`src/rtl/ad_acq_scheduler.sv`:
```
// ---------------------------------------------------------------------------
// ad_acq_scheduler
//
// Sequences AD acquisitions for the thickness channel. For every frame the
// block latches the rate configuration, holds the sampler in soft reset
// while its clock mux settles, then fires cfg_avg_num bursts spaced at
// least cfg_prf_div clk_100 cycles apart. Each burst is a burst_syn request
// that is closed by AD_data_valid rising and then falling. Frame completion,
// abort and watchdog errors are reported to the host register block.
//
// Handshake: burst_syn is raised on FIRE entry and held through CAPTURE.
// The sampler answers by raising AD_data_valid for the length of the
// capture; the shot is complete once the synchronised valid falls. After
// the shot burst_syn stays low for at least GUARD cycles and until the
// synchronised valid reads low before the next shot may start.
//
// Ports
//   clk_100        in   1   system clock, 100 MHz
//   RESET_N        in   1   asynchronous, active-low reset
//   cfg_start      in   1   1-cycle pulse, begin frame (IDLE only)
//   cfg_stop       in   1   1-cycle pulse, abort after the current shot
//   cfg_rate       in   2   0=25 MHz, 1=50 MHz, 2=100 MHz, 3 treated as 0
//   cfg_avg_num    in   8   shots per frame, 0 treated as 1
//   cfg_prf_div    in   24  minimum shot-to-shot period in clk_100 cycles
//   AD_data_valid  in   1   sampler valid (clk_sample domain)
//   burst_syn      out  1   burst/fire request to sampler
//   AD_sample_flag out  2   latched rate select to sampler
//   reset_n        out  1   sampler soft reset, active-low
//   busy           out  1   high in every state except IDLE
//   shot_idx       out  8   0-based index of the current shot
//   frame_done     out  1   1-cycle pulse at end of frame
//   frame_abort    out  1   frame ended by cfg_stop (qualifies frame_done)
//   wdog_err       out  1   sticky watchdog flag, cleared by next start
//   dbg_state      out  3   current FSM state encoding
// ---------------------------------------------------------------------------
module ad_acq_scheduler #(
   parameter int unsigned ARM_CYCLES  = 8,
   parameter int unsigned WDOG_CYCLES = 40000,
   parameter int unsigned GUARD       = 4
) (
   input  logic        clk_100,
   input  logic        RESET_N,
   input  logic        cfg_start,
   input  logic        cfg_stop,
   input  logic [1:0]  cfg_rate,
   input  logic [7:0]  cfg_avg_num,
   input  logic [23:0] cfg_prf_div,
   input  logic        AD_data_valid,
   output logic        burst_syn,
   output logic [1:0]  AD_sample_flag,
   output logic        reset_n,
   output logic        busy,
   output logic [7:0]  shot_idx,
   output logic        frame_done,
   output logic        frame_abort,
   output logic        wdog_err,
   output logic [2:0]  dbg_state
);

   typedef enum logic [2:0] {
      S_IDLE     = 3'd0,
      S_ARM      = 3'd1,
      S_FIRE     = 3'd2,
      S_CAPTURE  = 3'd3,
      S_RELEASE  = 3'd4,
      S_WAIT_PRF = 3'd5,
      S_ERR      = 3'd6,
      S_DONE     = 3'd7
   } state_t;

   localparam logic [3:0]  ARM_LAST   = 4'(ARM_CYCLES - 1);
   localparam logic [3:0]  GUARD_LAST = 4'(GUARD - 1);
   localparam logic [15:0] WD_LAST    = 16'(WDOG_CYCLES - 1);

   state_t      state;
   state_t      state_nxt;

   // synchroniser: sync1 -> vs (usable) -> sync3 (edge reference)
   logic        sync1;
   logic        vs;
   logic        sync3;
   logic        vs_rise;
   logic        vs_fall;

   logic [23:0] prf_cnt;
   logic [15:0] wd_cnt;
   logic [3:0]  gcnt;
   logic [7:0]  avg_lat;
   logic        stop_pend;

   logic        start_acc;
   logic        abort_set;
   logic        shot_inc;
   logic        state_chg;
   logic        prf_elapsed;
   logic        last_shot;
   logic        stop_now;

   assign vs_rise   = vs & ~sync3;
   assign vs_fall   = ~vs & sync3;
   assign state_chg = (state_nxt != state);
   assign start_acc = (state == S_IDLE) && cfg_start;
   assign stop_now  = stop_pend | cfg_stop;

   // 25-bit compare so that cfg_prf_div==0 behaves as "already elapsed"
   // instead of wrapping to a huge period.
   assign prf_elapsed = ({1'b0, prf_cnt} + 25'd1) >= {1'b0, cfg_prf_div};
   assign last_shot   = ({1'b0, shot_idx} + 9'd1) == {1'b0, avg_lat};

   assign dbg_state = state;

   // ------------------------------------------------------------------
   // Synchroniser
   // ------------------------------------------------------------------
   always_ff @(posedge clk_100 or negedge RESET_N) begin
      if (!RESET_N) begin
         sync1 <= 1'b0;
         vs    <= 1'b0;
         sync3 <= 1'b0;
      end else begin
         sync1 <= AD_data_valid;
         vs    <= sync1;
         sync3 <= vs;
      end
   end

   // ------------------------------------------------------------------
   // FSM state register
   // ------------------------------------------------------------------
   always_ff @(posedge clk_100 or negedge RESET_N) begin
      if (!RESET_N) begin
         state <= S_IDLE;
      end else begin
         state <= state_nxt;
      end
   end

   // ------------------------------------------------------------------
   // FSM next state and state-decoded outputs
   // ------------------------------------------------------------------
   always_comb begin
      state_nxt  = state;
      abort_set  = 1'b0;
      shot_inc   = 1'b0;
      burst_syn  = 1'b0;
      reset_n    = 1'b0;
      busy       = 1'b1;
      frame_done = 1'b0;
      case (state)
         S_IDLE: begin
            busy = 1'b0;
            if (cfg_start) begin
               state_nxt = S_ARM;
            end
         end
         S_ARM: begin
            // A stop seen during ARM ends the frame without firing.
            if (gcnt == ARM_LAST) begin
               if (stop_now) begin
                  state_nxt = S_DONE;
                  abort_set = 1'b1;
               end else begin
                  state_nxt = S_FIRE;
               end
            end
         end
         S_FIRE: begin
            burst_syn = 1'b1;
            reset_n   = 1'b1;
            if (vs_rise) begin
               state_nxt = S_CAPTURE;
            end else if (wd_cnt == WD_LAST) begin
               state_nxt = S_ERR;
            end
         end
         S_CAPTURE: begin
            burst_syn = 1'b1;
            reset_n   = 1'b1;
            if (vs_fall) begin
               state_nxt = S_RELEASE;
            end else if (wd_cnt == WD_LAST) begin
               state_nxt = S_ERR;
            end
         end
         S_RELEASE: begin
            reset_n = 1'b1;
            if ((gcnt >= GUARD_LAST) && !vs) begin
               if (stop_now) begin
                  state_nxt = S_DONE;
                  abort_set = 1'b1;
               end else if (last_shot) begin
                  state_nxt = S_DONE;
               end else begin
                  state_nxt = S_WAIT_PRF;
               end
            end
         end
         S_WAIT_PRF: begin
            reset_n = 1'b1;
            if (cfg_stop) begin
               state_nxt = S_DONE;
               abort_set = 1'b1;
            end else if (prf_elapsed) begin
               state_nxt = S_FIRE;
               shot_inc  = 1'b1;
            end
         end
         S_ERR: begin
            state_nxt = S_DONE;
         end
         S_DONE: begin
            frame_done = 1'b1;
            state_nxt  = S_IDLE;
         end
         default: begin
            state_nxt = S_IDLE;
         end
      endcase
   end

   // ------------------------------------------------------------------
   // Counters
   // ------------------------------------------------------------------
   always_ff @(posedge clk_100 or negedge RESET_N) begin
      if (!RESET_N) begin
         prf_cnt <= '0;
         wd_cnt  <= '0;
         gcnt    <= '0;
      end else begin
         // prf_cnt measures the period from one FIRE entry to the next.
         if ((state_nxt == S_FIRE) && (state != S_FIRE)) begin
            prf_cnt <= '0;
         end else if (prf_cnt != 24'hFF_FFFF) begin
            prf_cnt <= prf_cnt + 24'd1;
         end

         if (state_chg) begin
            wd_cnt <= '0;
         end else if (wd_cnt != 16'hFFFF) begin
            wd_cnt <= wd_cnt + 16'd1;
         end

         if (state_chg) begin
            gcnt <= '0;
         end else if (gcnt != 4'hF) begin
            gcnt <= gcnt + 4'd1;
         end
      end
   end

   // ------------------------------------------------------------------
   // Frame registers
   // ------------------------------------------------------------------
   always_ff @(posedge clk_100 or negedge RESET_N) begin
      if (!RESET_N) begin
         AD_sample_flag <= 2'd0;
         avg_lat        <= 8'd1;
         shot_idx       <= 8'd0;
         frame_abort    <= 1'b0;
         wdog_err       <= 1'b0;
         stop_pend      <= 1'b0;
      end else begin
         if (start_acc) begin
            // Rate changes only here, while reset_n holds the sampler low,
            // so the sampler clock mux never switches under a live sampler.
            AD_sample_flag <= (cfg_rate == 2'd3) ? 2'd0 : cfg_rate;
            avg_lat        <= (cfg_avg_num == 8'd0) ? 8'd1 : cfg_avg_num;
            shot_idx       <= 8'd0;
            frame_abort    <= 1'b0;
            wdog_err       <= 1'b0;
         end else begin
            if (shot_inc) begin
               shot_idx <= shot_idx + 8'd1;
            end
            if (abort_set) begin
               frame_abort <= 1'b1;
            end
            if ((state_nxt == S_ERR) && (state != S_ERR)) begin
               wdog_err <= 1'b1;
            end
         end

         if ((state_nxt == S_IDLE) && (state != S_IDLE)) begin
            stop_pend <= 1'b0;
         end else if (cfg_stop && ((state == S_ARM) || (state == S_FIRE) ||
                                   (state == S_CAPTURE) || (state == S_RELEASE))) begin
            stop_pend <= 1'b1;
         end
      end
   end

endmodule

```
`config.mk`:
```
export PLATFORM = sky130hd
export DESIGN_NAME = ad_acq_scheduler
export DESIGN_NICKNAME = d
export VERILOG_FILES = /design/src/rtl/ad_acq_scheduler.sv
export SDC_FILE = /design/constraint.sdc
export NUM_CORES = 1
export LEC_CHECK = 0
export ABC_AREA = 1
export CORE_UTILIZATION = 44
export CTS_CLUSTER_SIZE = 20
export DETAILED_ROUTE_END_ITERATION = 8
export PLACE_DENSITY = 0.66
export SYNTH_ARGS = -nofsm -noshare
export SYNTH_HDL_FRONTEND = slang
export SYNTH_SLANG_ARGS = --single-unit
```
`constraint.sdc`:
```
create_clock -name clk_100 -period 4.2 [get_ports clk_100]
set_input_delay 0.42 -clock clk_100 [delete_from_list [all_inputs] [get_ports clk_100]]
set_output_delay 0.42 -clock clk_100 [all_outputs]
set_load 0.02 [all_outputs]
```
==> impl_results.md <==
- Tcrit/Tclk final: 0.901
- Vias: 4,363
- I/O pin count: 58
- Die Y: 108 um
- Clk pwr share: 0.204
- Routed wire length: 11,400 um
- Max Cap Viol: 0
- Fill cells: about 1,000
- Iter 0 DRT Violations: 203
- Largest net degree at the start of global routing: 37
- Relative slew slack: 0.425
- Outcome: complete, no violations
- R2R Setup Slk: 0.42 ns
- Port bufs: 57
- CP max-delay cell: dfrtp_1
- Gate power share: 0.457
- FFs w/ async S/R, synth: 1.00
- Setup CP Type: flop to flop
- Sequential area share after synthesis: 0.359
- Site row count: 38
- Global-route wire length before repair: 19,500 um
- TritonCTS clock tree: done
- CTS clk-pin slew, worst paths: 0.08 ns
- Fin cells: 895
- Diode count: 0
- CP Launch Type: flop
- Cell with the most instances after synthesis: nand2_1
- Htree depth: 3
- Cells on worst reg2reg path: 27
- Final Hold Viols: 0
- Post-route ant nets: 0
- Pre-CTS setup slack: 0.237 ns
- Pint: 1.62 mW
- Worst path bufs/invs: 5
- Residual DRC count: 0
- Post-Syn Nets: 748
- DRT Pass-1 Iters: 4
- EDFF count, synth: 0
- Worst Setup SP: prf_cnt[0]$_DFFE_PN0P_
- Post-Synthesis Cells: 681
- Sw Ratio: 0.407
- Post-DP Area: 5660 um^2
- Worst-case clock buffer depth: 2
- Top cell types by occurrence after synthesis: nand2_1 (160), inv_1 (132), dfrtp_1 (70)
- Layout Nets: 817
- CP Capture Type: flop
- Capture point of the worst path: wd_cnt[5]$_DFFE_PN0P_
- Max Clock Freq: roughly 260 MHz
- RSZ-0062 raised after global routing: false
- Gr usage total: 0.213
- Setup violators final: 0
- Area Overhead vs Synth: 19.4%
- CP max stage delay: 0.41 ns
- Synth top area share: 0.354
- Crit path time final: ~3.8 ns
- Cts bufs inserted: 9
- Synthesized flop and latch total: 71
- Synthesis Warnings: 0
- Post-Place Cells: 873
- GP Congestion: 0.899
- Starting Density: 0.455
- Final Instance Area: 5910 um^2
- FF-to-FF Start: prf_cnt[0]$_DFFE_PN0P_
- CTS sink cnt: between 70 and 80
- Initial antenna violation count: 0
- Post-route setup TNS: 0 ns
- Flop pwr share: 0.339
- Psw: approximately 1.1 mW
- Peak supply drop: about 0.41 mV
- Worst-Margin Slew: 0.862 ns
- Hold crit path type: primary input to asynchronous set/reset pin
- Mean number of vias per cell: 4.87
- Root Buffer: clkbuf_8
- Worst path depth: 27
- Chip Width: 108 um
- Die Area: 11,700 um^2
- Synth area leader: dfrtp_1
- Synth area leaders: dfrtp_1 (35%), nand2_1 (12%), inv_1 (10%)
- Vias in the first global route: around 4,200
- Pwr dens: around 460 nW/um^2
- R2R Path End: wd_cnt[5]$_DFFE_PN0P_
- Hold slack: 0.165 ns
- Crit path max-delay family: simple AND/OR/NAND/NOR gates
- Syn Area/Cell: between 7 and 8 um^2
- PnR worst setup slack: 0.416 ns
- Lkg Pwr: about 3.3 nW
- Core box area: 10,900 um^2
- Hold-fix buffers, CTS: 0
- Main flop type after synthesis: dfrtp_1
- Arrival time worst endpoint: slightly above 4 ns
- Final Max Slew Viols: 0
- Clock skew: roughly 0.010 ns
- Worst path most repeated cell: nor2_1
- Clk Latency, worst-skew pair: 0.35 ns
- DR WL/cell: 12.8 um
- Top fanout value on the critical path: 11
- Library cells used by synthesis: 39
- CP required: 4.49 ns
- Mapped Area: 4950 um^2
- Total power: 2.73 mW
- End-of-flow core utilization: 0.543
- Share of cells above drive strength 1: 0.128
- Total global routing overflow: 0
- Hpwl dp: 8600 um
==> final cells by class <==
type	count	area [um^2]	share of cell area
clock buffers	10	138	0.0233
clock inverters	6	60.1	0.0102
inverters	143	537	0.0908
multi-input cells	460	2580	0.437
flip-flops and latches	71	1780	0.301
well taps	140	175	0.0296
repair buffers	65	638	0.108
==> cell usage in the layout (no fill, tap or decap), types with 4 or more instances in the layout <==
cell type          n
clkbuf_8          10
o21ai_0           32
nor3_1             5
nand3_2           10
clkdlybuf4s50_1   56
ha_1              28
nand2_1          160
nand2_2           12
dfrtp_1           70
nor2_1            60
inv_2             11
xor2_1            20
buf_4              7
inv_1            132
xnor2_1            7
a21oi_1           15
o21bai_1           5
nor2_2            27
nand4_1           13
nand3_1           33
nor2_4             4
==> worst min-delay path by stage <==
stage	slack, ns	cells after the start	to	startpoint
3_5_place_dp	0.34	0	vs$_DFF_PN0_	sync1$_DFF_PN0_
5_1_grt	0.22	1	shot_idx[7]$_DFFE_PN0P_	RESET_N
2_1_floorplan	0.12	0	AD_sample_flag[0]$_DFFE_PN0P_	RESET_N
3_3_place_gp	0.33	0	vs$_DFF_PN0_	sync1$_DFF_PN0_
4_1_cts	0.18	1	gcnt[3]$_DFFE_PN0P_	RESET_N
6_report	0.16	1	shot_idx[7]$_DFFE_PN0P_	RESET_N
==> per-layer routing <==
layer  up-vias  track usage  part of all wire
li1       2251            -                 -
met1      2017        0.290              0.49
met2        80        0.341              0.45
met3        15       0.0500             0.047
met4         0       0.0489             0.013
met5         -            0                 0
==> registers in the layout, indices dropped and copies added, names as in the netlist <==
register        count
wdog_err            1
wd_cnt             16
shot_idx            8
sync1               1
sync3               1
gcnt                4
frame_abort         1
vs                  1
AD_sample_flag      2
prf_cnt            24
avg_lat             8
dbg_state           3
stop_pend           1
==> power groups by stage <==
stage / clock [mW] / sequential, mW / combinational [mW]
2_1_floorplan: 0 / 0.937 / 0.803
4_1_cts: 0.576 / 0.922 / 1.16
3_5_place_dp: 0 / 0.932 / 1.15
5_1_grt: 0.604 / 0.938 / 1.39
3_3_place_gp: 0 / 0.927 / 1.12
6_report: 0.557 / 0.924 / 1.24
==> what timing repair did <==
| action | 4_1_cts | 5_1_grt |
|---|---|---|
| setup endpoints to repair | 0 | 13 |
| buffers inserted | 0 | 6 |
| gates resized for setup | 0 | 1 |
==> cell families after synthesis <==
logic type / synth area share
muxes: 0.00632
DFF: 0.359
xor gates and xnor gates: 0.0478
AOI/OAI and AO/OA: 0.0738
and+or+nand+nor: 0.322
buffers and inverters: 0.121
adders and majority gates: 0.0708
(Power assumes the default switching activity.)
